[src/rtl/pipeline_skid.sv]
// pipeline_skid: two-entry elastic stage (main + skid) between a valid/ready
// producer and consumer. i_ready comes straight from a flop, so o_ready never
// reaches i_ready combinationally. Optional stall statistics are compiled in
// when PIPELINE_SKID_STATS_EN is defined (adds o_stall_cnt).
//
// state | meaning
// EMPTY | no beat held, o_valid=0
// BUSY  | main holds the beat on o_data
// FULL  | main and skid both hold beats, i_ready=0
module pipeline_skid #(
  parameter int DATA_W = 256
) (
  input  logic              clk,
  input  logic              rst_n,
  input  logic              i_valid,
  output logic              i_ready,
  input  logic [DATA_W-1:0] i_data,
  output logic              o_valid,
  input  logic              o_ready,
  output logic [DATA_W-1:0] o_data
`ifdef PIPELINE_SKID_STATS_EN
  ,
  output logic [15:0]       o_stall_cnt
`endif
);

  typedef enum logic [1:0] {
    EMPTY = 2'd0,
    BUSY  = 2'd1,
    FULL  = 2'd2
  } state_e;

  state_e            state_q, state_d;
  logic              i_ready_q;
  logic [DATA_W-1:0] main_q, main_d;
  logic [DATA_W-1:0] skid_q, skid_d;
  logic              xfer_in;
  logic              xfer_out;

  assign i_ready  = i_ready_q;
  assign o_valid  = (state_q != EMPTY);
  assign o_data   = main_q;
  assign xfer_in  = i_valid && i_ready_q;
  assign xfer_out = o_valid && o_ready;

  // Next state and data-register loads for each occupancy case.
  always_comb begin
    state_d = state_q;
    main_d  = main_q;
    skid_d  = skid_q;
    case (state_q)
      EMPTY: begin
        if (xfer_in) begin
          main_d  = i_data;
          state_d = BUSY;
        end
      end
      BUSY: begin
        if (xfer_in && xfer_out) begin
          main_d = i_data;
        end else if (xfer_in) begin
          skid_d  = i_data;
          state_d = FULL;
        end else if (xfer_out) begin
          state_d = EMPTY;
        end
      end
      FULL: begin
        if (o_ready) begin
          main_d  = skid_q;
          state_d = BUSY;
        end
      end
      default: begin
        state_d = EMPTY;
      end
    endcase
  end

  // FSM state and registered i_ready; reset discards any buffered beats.
  always_ff @(posedge clk or negedge rst_n) begin
    if (!rst_n) begin
      state_q   <= EMPTY;
      i_ready_q <= 1'b1;
    end else begin
      state_q   <= state_d;
      i_ready_q <= (state_d != FULL);
    end
  end

  // Payload registers; contents only matter while occupied, so no reset.
  always_ff @(posedge clk) begin
    main_q <= main_d;
    skid_q <= skid_d;
  end

`ifdef PIPELINE_SKID_STATS_EN
  logic [15:0] stall_cnt_q;

  // Count cycles where a beat is offered but not taken, saturating at max.
  always_ff @(posedge clk or negedge rst_n) begin
    if (!rst_n) begin
      stall_cnt_q <= 16'h0000;
    end else if (o_valid && !o_ready && (stall_cnt_q != 16'hFFFF)) begin
      stall_cnt_q <= stall_cnt_q + 16'h0001;
    end
  end

  assign o_stall_cnt = stall_cnt_q;
`endif

endmodule

[config.mk]
export PLATFORM = sky130hd
export DESIGN_NAME = pipeline_skid
export DESIGN_NICKNAME = d
export VERILOG_FILES = /design/src/rtl/pipeline_skid.sv
export SDC_FILE = /design/constraint.sdc
export NUM_CORES = 1
export LEC_CHECK = 0
export CAP_MARGIN = 40
export CORE_MARGIN = 10
export CORE_UTILIZATION = 35
export CTS_CLUSTER_SIZE = 10
export DETAILED_ROUTE_END_ITERATION = 7
export GPL_TIMING_DRIVEN = 0
export PLACE_DENSITY = 0.68
export RECOVER_POWER = 25
export SYNTH_ARGS = -nofsm -noshare
export SYNTH_HDL_FRONTEND = slang
export SYNTH_SLANG_ARGS = --single-unit
[constraint.sdc]
create_clock -name clk -period 21.8 [get_ports clk]
set_input_delay 6.54 -clock clk [delete_from_list [all_inputs] [get_ports clk]]
set_output_delay 6.54 -clock clk [all_outputs]
set_load 0.1 [all_outputs]
# Word-level counts from Yosys, hierarchy flattened
# Index checks and enable logic that the tools add are counted.
# totals
reg_bits,515
latchBits,0
ramBits,0
romBits,0
out_inout_bits,258
wordCells,29
memories,0
# classes
n_addsub,0
multipliers,0
n_div,0
order_cmp,0
n_eq_ne,6
n_shift,0
mux,10
n_bitwise,1
n_reduce_logical,8
# op_table
op,n
256-bit two-way mux,3
256-bit one-hot mux with 3 select lines,1
2-bit two-way mux,5
"2-bit != test, second input constant",4
2-bit one-hot mux with 3 select lines,1
4-bit AND reduction,1
1-bit logical AND,3
3-bit AND reduction,1
3-bit nonzero test,1
"2-bit by 1-bit equality test with 1-bit output, second input constant",1
"2-bit equality test, second input constant",1
2-bit zero test,1
2-bit nonzero test,1
1-bit inverter,1

# Depth between registers and ports, before layout
# Gate-level depths: netlist of the first run.
# logic_depth
depth_word,7
ltp_mapped,6

# Worst setup path before layout of the first run
# No wires, ideal clock.
# synth_path
path_kind,input-to-reg
from,input port i_valid
to,"register main_q[0] (netlist: o_data[0]), enable pin"
setup_ps,1231
t_arrival_ps,24486
required_time_ps,20569
path_slack_ps,-3917
stages,2
n_path_buf,0
cell_sequence,nand2_1 -> o21ai_0
# synth_between
elab_chain_len,4
# synth_rtl
element,line,rtl
"start, declared",15,"input logic i_valid,"
1-bit logical AND (*),43,assign xfer_in = i_valid && i_ready_q;
1-bit logical AND,59,if (xfer_in && xfer_out) begin
2-bit != test (no line),--,
4-bit AND reduction (no line) (*),--,
"end signal, assigned",93,main_q <= main_d;
"end, declared",35,"logic [DATA_W-1:0] main_q, main_d;"
# Mark *: on every way between the ends. The rest lies on a longest branch, timed or not.
# A chain may end at the register's enable or synchronous reset.

# Final worst setup path of the first run
# layout_path
from,input port i_valid
to,"register main_q[41] (netlist: o_data[41]), enable pin"
# Same word-level chain as after synthesis.

==> results.toml, run 1 <==
[routing]
drt-total-wl_um = 62980
post-route-drc-count = 0
route.detailed.vias_per_inst = 4.652
drtIter0Drc = 862
route.detailed.wl_per_inst_um = 21.36
dr.pass1.iters = 5
ant_nets = 0
vias = 13720

[pwr]
p_total_mw = 4.799
power-per-cell-area_nw_per_um2 = 147.2
vdd_ir_drop_max_mv = 0.1064
power.static_leakage_nw = 13.00

[worst_setup_path]
criticalPathCategory = "in -> reg"
worstReg2RegEnd = "o_data[41]"
critPathRequiredTime_ns = 22.09
worstSetupEndpointType = "flip-flop"
timing.critical_path.fanout_max = 23
ff2ff_path_depth = 11
regToRegStartpoint = "state_q[1]"
worst-r2r-setup-slack_ns = 18.76
cp-start-kind = "primary input"
critical_path_arrival_ns = 9.12

[floorplanning]
io_pins = 518
chipHeight_um = 251.5
row_count = 84
initial_utilization_pct = 35.54
core_um2 = 52760
die_width_um = 251.5
die_area_um2 = 63230

[yosys]
synth_warnings = 0
synth-async-reset-ratio_pct = 0.5825
yosysTopAreaCellShare_pct = 82.00
synth.largest_area_cell = "sky130_fd_sc_hd__edfxtp_1"
yosysSeqAreaShare_pct = 82.41
yosys_register_bits = 515
area_contributors_post_synth = "sky130_fd_sc_hd__edfxtp_1 (82%), sky130_fd_sc_hd__nand2_1 (15%), sky130_fd_sc_hd__buf_2 (1.3%)"
synthesized_area_um2 = 18750
synth_common_cells = "sky130_fd_sc_hd__nand2_1 (769), sky130_fd_sc_hd__edfxtp_1 (512), sky130_fd_sc_hd__buf_2 (47), sky130_fd_sc_hd__buf_4 (6), sky130_fd_sc_hd__buf_6 (4)"
dominantRegCellSynth = "sky130_fd_sc_hd__edfxtp_1"
netlist_instances = 1356
synth_cell_type_count = 17
most_instantiated_library_cell_after_synthesis = "sky130_fd_sc_hd__nand2_1"
synth-edff-count = 512
synthesis.nets = 1616
post_synthesis_mean_instance_area_um2 = 13.83

[global_routing]
global_route.usage.total_pct = 19.38
antenna_found_initial = 48
gr-total-overflow = 0
grt_first_pass_wirelength_um = 92800
grt_max_degree = 122
via_count_of_the_first_global_routing_pass = 14650

[timing]
finish_stage_setup_viols = 0
final.period_utilization_pct = 40.51
fin_hold_ws_ns = 0.4847
fin_setup_tns_ns = 0
max_clock_freq_mhz = 113.2
slew_viol_final = 0
timing.slew.headroom_pct = 46.45
tightest_slew_ns = 0.8003
worst_clock_skew_ns = 0.02608
grt_setup_unrepaired = "false"
timing.final.hold_violations = 0
setup_slack_ns = 12.97
period_needed_ns = 8.831

[place]
total_placed_cells_including_tap_cells = 2832
finalWeightedCongestion = 0.8225
final_hpwl_from_detailed_placement_um = 46890
port_buffer_cells = 517
dpl_worst_slack_ns = 12.39

[clock_tree]
clock_insertion_delay_worst_skew_ns = 0.60
clock_sink_count = 515
post_cts_hold_buffer_count = 0
cts_repair_resize_count = 0
cts_setup_buffers = 0
tritoncts_clock_tree = "done"
max-clock-path-buffers = 3
numCtsBuffers = 59
cts_htree_levels = 2
worst_setup_hold_path_clk_slew_ns = 0.06
clockRootBuffer = "sky130_fd_sc_hd__clkbuf_16"

[finish]
layout_cell_share_with_drive_strength_beyond_1_pct = 17.74
layout.cells.non_filler = 2949
flow.area_growth_from_synthesis_pct = 73.92
finalNetCount = 2465

[flow_run]
drv.max_cap_violation_count = 0

[hold_path]
worstHoldPathType = "reg -> reg"
hold-path-cell-count = 2
worst_hold_path.endpoint = "o_data[36]"
hp-start = "skid_q[36]"

[outcome]
run_status = "complete, no violations"
-- metal layers --
metal / GRT usage [%] / part of all wire, %
met4: 8.795 / 3.8
met1: 20.36 / 35
met5: 0 / 0.29
met2: 34.56 / 53
met3: 6.713 / 8.1
-- sequential cells by signal (all words and copies together), names as in the netlist --
signal,flops
o_data,256
skid_q,256
state_q,2
i_ready,1
-- cell usage in the layout (no fill, tap or decap), types with 2 or more instances in the layout --
| master | n |
|---|---|
| sky130_fd_sc_hd__buf_12 | 7 |
| sky130_fd_sc_hd__buf_16 | 161 |
| sky130_fd_sc_hd__buf_2 | 47 |
| sky130_fd_sc_hd__buf_4 | 6 |
| sky130_fd_sc_hd__buf_6 | 4 |
| sky130_fd_sc_hd__buf_8 | 103 |
| sky130_fd_sc_hd__clkbuf_1 | 19 |
| sky130_fd_sc_hd__clkbuf_16 | 59 |
| sky130_fd_sc_hd__clkdlybuf4s50_1 | 260 |
| sky130_fd_sc_hd__clkinv_1 | 2 |
| sky130_fd_sc_hd__dfrtp_1 | 2 |
| sky130_fd_sc_hd__diode_2 | 35 |
| sky130_fd_sc_hd__dlygate4sd3_1 | 257 |
| sky130_fd_sc_hd__edfxtp_1 | 512 |
| sky130_fd_sc_hd__inv_6 | 2 |
| sky130_fd_sc_hd__nand2_1 | 769 |
| sky130_fd_sc_hd__nand2b_1 | 3 |
| sky130_fd_sc_hd__nor2_1 | 2 |
| sky130_fd_sc_hd__o21ai_0 | 2 |
-- report_power, final --
| part | internal, mW | switching [mW] | total, mW |
|---|---|---|---|
| clock | 0.497 | 0.367 | 0.864 |
| combinational | 0.945 | 1.56 | 2.50 |
| sequential | 1.37 | 0.0593 | 1.43 |
| total | 2.81 | 1.99 | 4.80 |
-- how the worst max path moves through the flow --
stage          slack (ns)  startpoint    endpoint  cells past startpoint
6_report            12.97     i_valid  o_data[41]                      9
2_1_floorplan        3.01     i_valid   o_data[0]                      2
3_3_place_gp        -3.54     i_valid  o_data[61]                      3
5_1_grt             12.85     i_valid  o_data[41]                      9
4_1_cts             13.00     i_valid  o_data[37]                      9
3_5_place_dp        12.39     i_valid  o_data[41]                      9
-- worst max-delay path, stage by stage --
cell and delay, ns:
sky130_fd_sc_hd__clkdlybuf4s50_1 0.48, sky130_fd_sc_hd__nand2_1 0.12, sky130_fd_sc_hd__o21ai_4 0.67, sky130_fd_sc_hd__buf_12 0.28, sky130_fd_sc_hd__buf_12 0.21, sky130_fd_sc_hd__buf_16 0.19, sky130_fd_sc_hd__buf_16 0.19, sky130_fd_sc_hd__buf_12 0.21
sky130_fd_sc_hd__buf_16 0.18
-- kinds of logic (layout without fill, tap and decap cells) --
kind of cell           after synthesis  in the layout  share of synthesized area, %
AO/OA/AOI/OAI                        4              4                        0.1067
buffers and inverters               59            929                         1.775
flip-flops                         515            515                         82.41
multiplexers                         1              1                       0.06006
other                                0             35                             0
AND/OR/NAND/NOR                    777            777                         15.65
-- per-stage QoR --
| stage | utilization, % | cell area (um^2) |
|---|---|---|
| after floorplan | - | 18750 |
| after global placement | 46.98 | 24790 |
| after detailed placement | 58.61 | 30920 |
| after CTS | 61.64 | 32520 |
| after global routing | 61.75 | 32580 |
| final | 61.81 | 32610 |
-- final cells by class --
| type | count | area, um^2 |
|---|---|---|
| repair buffers | 788 | 11290 |
| clock inverters | 5 | 55.05 |
| fillers | 3583 | 20150 |
| well taps | 688 | 860.8 |
| flip-flops and latches | 515 | 15450 |
| inverters | 1 | 11.26 |
| diodes | 35 | 87.58 |
| multi-input cells | 782 | 2977 |
| plain buffers | 58 | 329.1 |
| clock buffers | 77 | 1544 |
No activity file was read; power rests on OpenSTA's default activity.
==> inputs of run 2 (changes only) <==
--- a/config.mk
+++ b/config.mk
@@ -11,7 +11,7 @@
 export CTS_CLUSTER_SIZE = 10
 export DETAILED_ROUTE_END_ITERATION = 7
 export GPL_TIMING_DRIVEN = 0
-export PLACE_DENSITY = 0.68
+export PLACE_DENSITY = 0.71
 export RECOVER_POWER = 25
 export SYNTH_ARGS = -nofsm -noshare
 export SYNTH_HDL_FRONTEND = slang
==> constraint.sdc (replaced) <==
create_clock -name clk -period 7.5 [get_ports clk]
set_input_delay 2.25 -clock clk [delete_from_list [all_inputs] [get_ports clk]]
set_output_delay 2.25 -clock clk [all_outputs]
set_load 0.1 [all_outputs]
==> run 2 against run 1 <==
Net effect:
- sequential share of layout area is 0.25 points lower
- worst hold slack better by 0.022 ns
- combinational power increased to 2.9 times the previous value
- clock power grew to 2.9 times the previous value
- flip-flop and latch count stayed put
- worst setup slack got worse by 9.8 ns
- die area is the same
- non-clock buffer count up 5
==> results.toml, run 2 (synthesized netlist as in run 1, its figures left out) <==
[place]
final_hpwl_from_detailed_placement_um = 48360
dpl_worst_slack_ns = 2.553
placedInstanceArea_um2 = 31080
port_buffer_cells = 517
finalWeightedCongestion = 0.8123

[worst_setup_path]
worst_path_most_repeated_cell = "sky130_fd_sc_hd__buf_12"
worst-path-buf-inv = 5
worstReg2RegEnd = "skid_q[124]"
criticalPathCategory = "in -> reg"
timing.critical_path.fanout_max = 35
worstPathCellList = "clkdlybuf4s50_1, nand2b_1, nand2b_1, clkinvlp_4, buf_12, buf_12, buf_12"
crit_end = "skid_q[124]"
timing.critical_path.depth = 7
critical_path.slowest_cell = "sky130_fd_sc_hd__clkinvlp_4"
timing.critical_path.max_delay_family = "buffers and inverters"
critPathRequiredTime_ns = 7.82
critPathMaxStageDelay_ns = 0.66
ff2ff_path_depth = 6
critical_path.startpoint = "o_ready"
cp-start-kind = "primary input"
regToRegStartpoint = "i_ready"
worst-r2r-setup-slack_ns = 4.90
worstSetupEndpointType = "flip-flop"
critical_path_arrival_ns = 4.65

[global_routing]
gr-total-overflow = 0
global_route.usage.total_pct = 19.68
via_count_of_the_first_global_routing_pass = 14970
grt_max_degree = 37
antenna_found_initial = 36
grt_first_pass_wirelength_um = 94360

[finish]
finalNetCount = 2470
layout_cell_share_with_drive_strength_beyond_1_pct = 18.02
final_core_utilization_pct = 62.13
highest_count_cells_in_the_layout_ignoring_fill_and_taps = "sky130_fd_sc_hd__nand2_1 (769), sky130_fd_sc_hd__edfxtp_1 (512), sky130_fd_sc_hd__clkdlybuf4s50_1 (261), sky130_fd_sc_hd__dlygate4sd3_1 (256), sky130_fd_sc_hd__buf_16 (165)"
fin_area_um2 = 32780
flow.area_growth_from_synthesis_pct = 74.83
most_common_cell_after_layout_fill_and_taps_aside = "sky130_fd_sc_hd__nand2_1"

[routing]
drtIter0Drc = 829
vias = 13830
route.detailed.wl_per_inst_um = 21.62
post-route-drc-count = 0
drt-total-wl_um = 63840
dr.pass1.iters = 5
ant_nets = 0
route.detailed.vias_per_inst = 4.683

[clock_tree]
cts_setup_buffers = 0
worst_setup_hold_path_clk_slew_ns = 0.05
max-clock-path-buffers = 3
clock_insertion_delay_worst_skew_ns = 0.59
post_cts_hold_buffer_count = 0
numCtsBuffers = 59
cts_htree_levels = 2
tritoncts_clock_tree = "done"
cts_repair_resize_count = 0
clock_sink_count = 515
clockRootBuffer = "sky130_fd_sc_hd__clkbuf_16"

[floorplanning]
core_um2 = 52760
chipHeight_um = 251.5
die_width_um = 251.5
initial_utilization_pct = 35.54
die_area_um2 = 63230
row_count = 84
io_pins = 518

[timing]
timing.slew.headroom_pct = 46.12
timing.final.hold_violations = 0
max_clock_freq_mhz = 230.8
grt_setup_unrepaired = "false"
fin_hold_ws_ns = 0.5064
worst_clock_skew_ns = 0.01341
slew_viol_final = 0
finish_stage_setup_viols = 0
setup_slack_ns = 3.168
tightest_slew_ns = 0.8065
period_needed_ns = 4.332
final.period_utilization_pct = 57.77

[pwr]
power-per-cell-area_nw_per_um2 = 427.5
power.static_leakage_nw = 13.07
p_total_mw = 14.01
vdd_ir_drop_max_mv = 0.2679

[hold_path]
hp-start = "skid_q[197]"
worstHoldPathType = "reg -> reg"

[outcome]
run_status = "complete, no violations"

[flow_run]
drv.max_cap_violation_count = 0
-- run 2: cell types whose count changed in the layout (fill, tap and decap cells not counted), sizes merged --
cell | before | now
buf | 328 | 333
inv | 3 | 0
clkinv | 2 | 4
clkinvlp | 0 | 2
bufinv | 1 | 0
clkdlybuf4s50 | 260 | 261
diode | 35 | 34
dlygate4sd3 | 257 | 256
-- run 2: cell type report --
| class | instances | area [um^2] |
|---|---|---|
| Tap cell | 688 | 860.8 |
| Inverter | 1 | 7.507 |
| Multi-Input combinational cell | 782 | 2977 |
| Timing Repair Buffer | 793 | 11450 |
| Buffer | 58 | 329.1 |
| Clock inverter | 5 | 28.78 |
| Sequential cell | 515 | 15450 |
| Clock buffer | 77 | 1587 |
| Fill cell | 3548 | 19980 |
| Antenna cell | 34 | 85.08 |
-- run 2: power breakdown --
part           switching (mW)  internal (mW)
combinational            4.54           2.78
clock                    1.07           1.45
sequential              0.186           3.99
total                    5.79           8.22
-- run 2: routing by layer --
metal	vias to the layer above	GRT usage (%)	routed length, um	part of all wire (%)
met5	-	0	60	0.094
met2	572	36.10	34530	54
met3	147	5.079	4363	6.8
li1	6339	-	-	-
met1	6760	21.13	22600	35
met4	10	8.414	2285	3.6
-- run 2: worst reg2reg max path, cell delays in order, from the launching register on --
cell                         delay [ns]
sky130_fd_sc_hd__dfstp_2           0.54
sky130_fd_sc_hd__and3b_1           0.18
sky130_fd_sc_hd__nand2b_1          0.11
sky130_fd_sc_hd__clkinvlp_4        0.57
sky130_fd_sc_hd__buf_12            0.30
sky130_fd_sc_hd__buf_12            0.28
sky130_fd_sc_hd__buf_12            0.28
-- run 2: how the worst min path moves through the flow --
stage,to,slack (ns),cells after the start
after global placement,o_data[232],0.49,2
final,o_data[197],0.51,2
after global routing,o_data[157],0.52,2
after CTS,o_data[171],0.51,2
after floorplan,state_q[0],0.48,1
after detailed placement,o_data[171],0.49,2
-- run 2: stage by stage --
stage,std cells,TNS [ns]
final,2953,0
after global routing,2941,0
after CTS,2919,0
after detailed placement,2837,0
after global placement,2561,-1081.54
after floorplan,1356,0
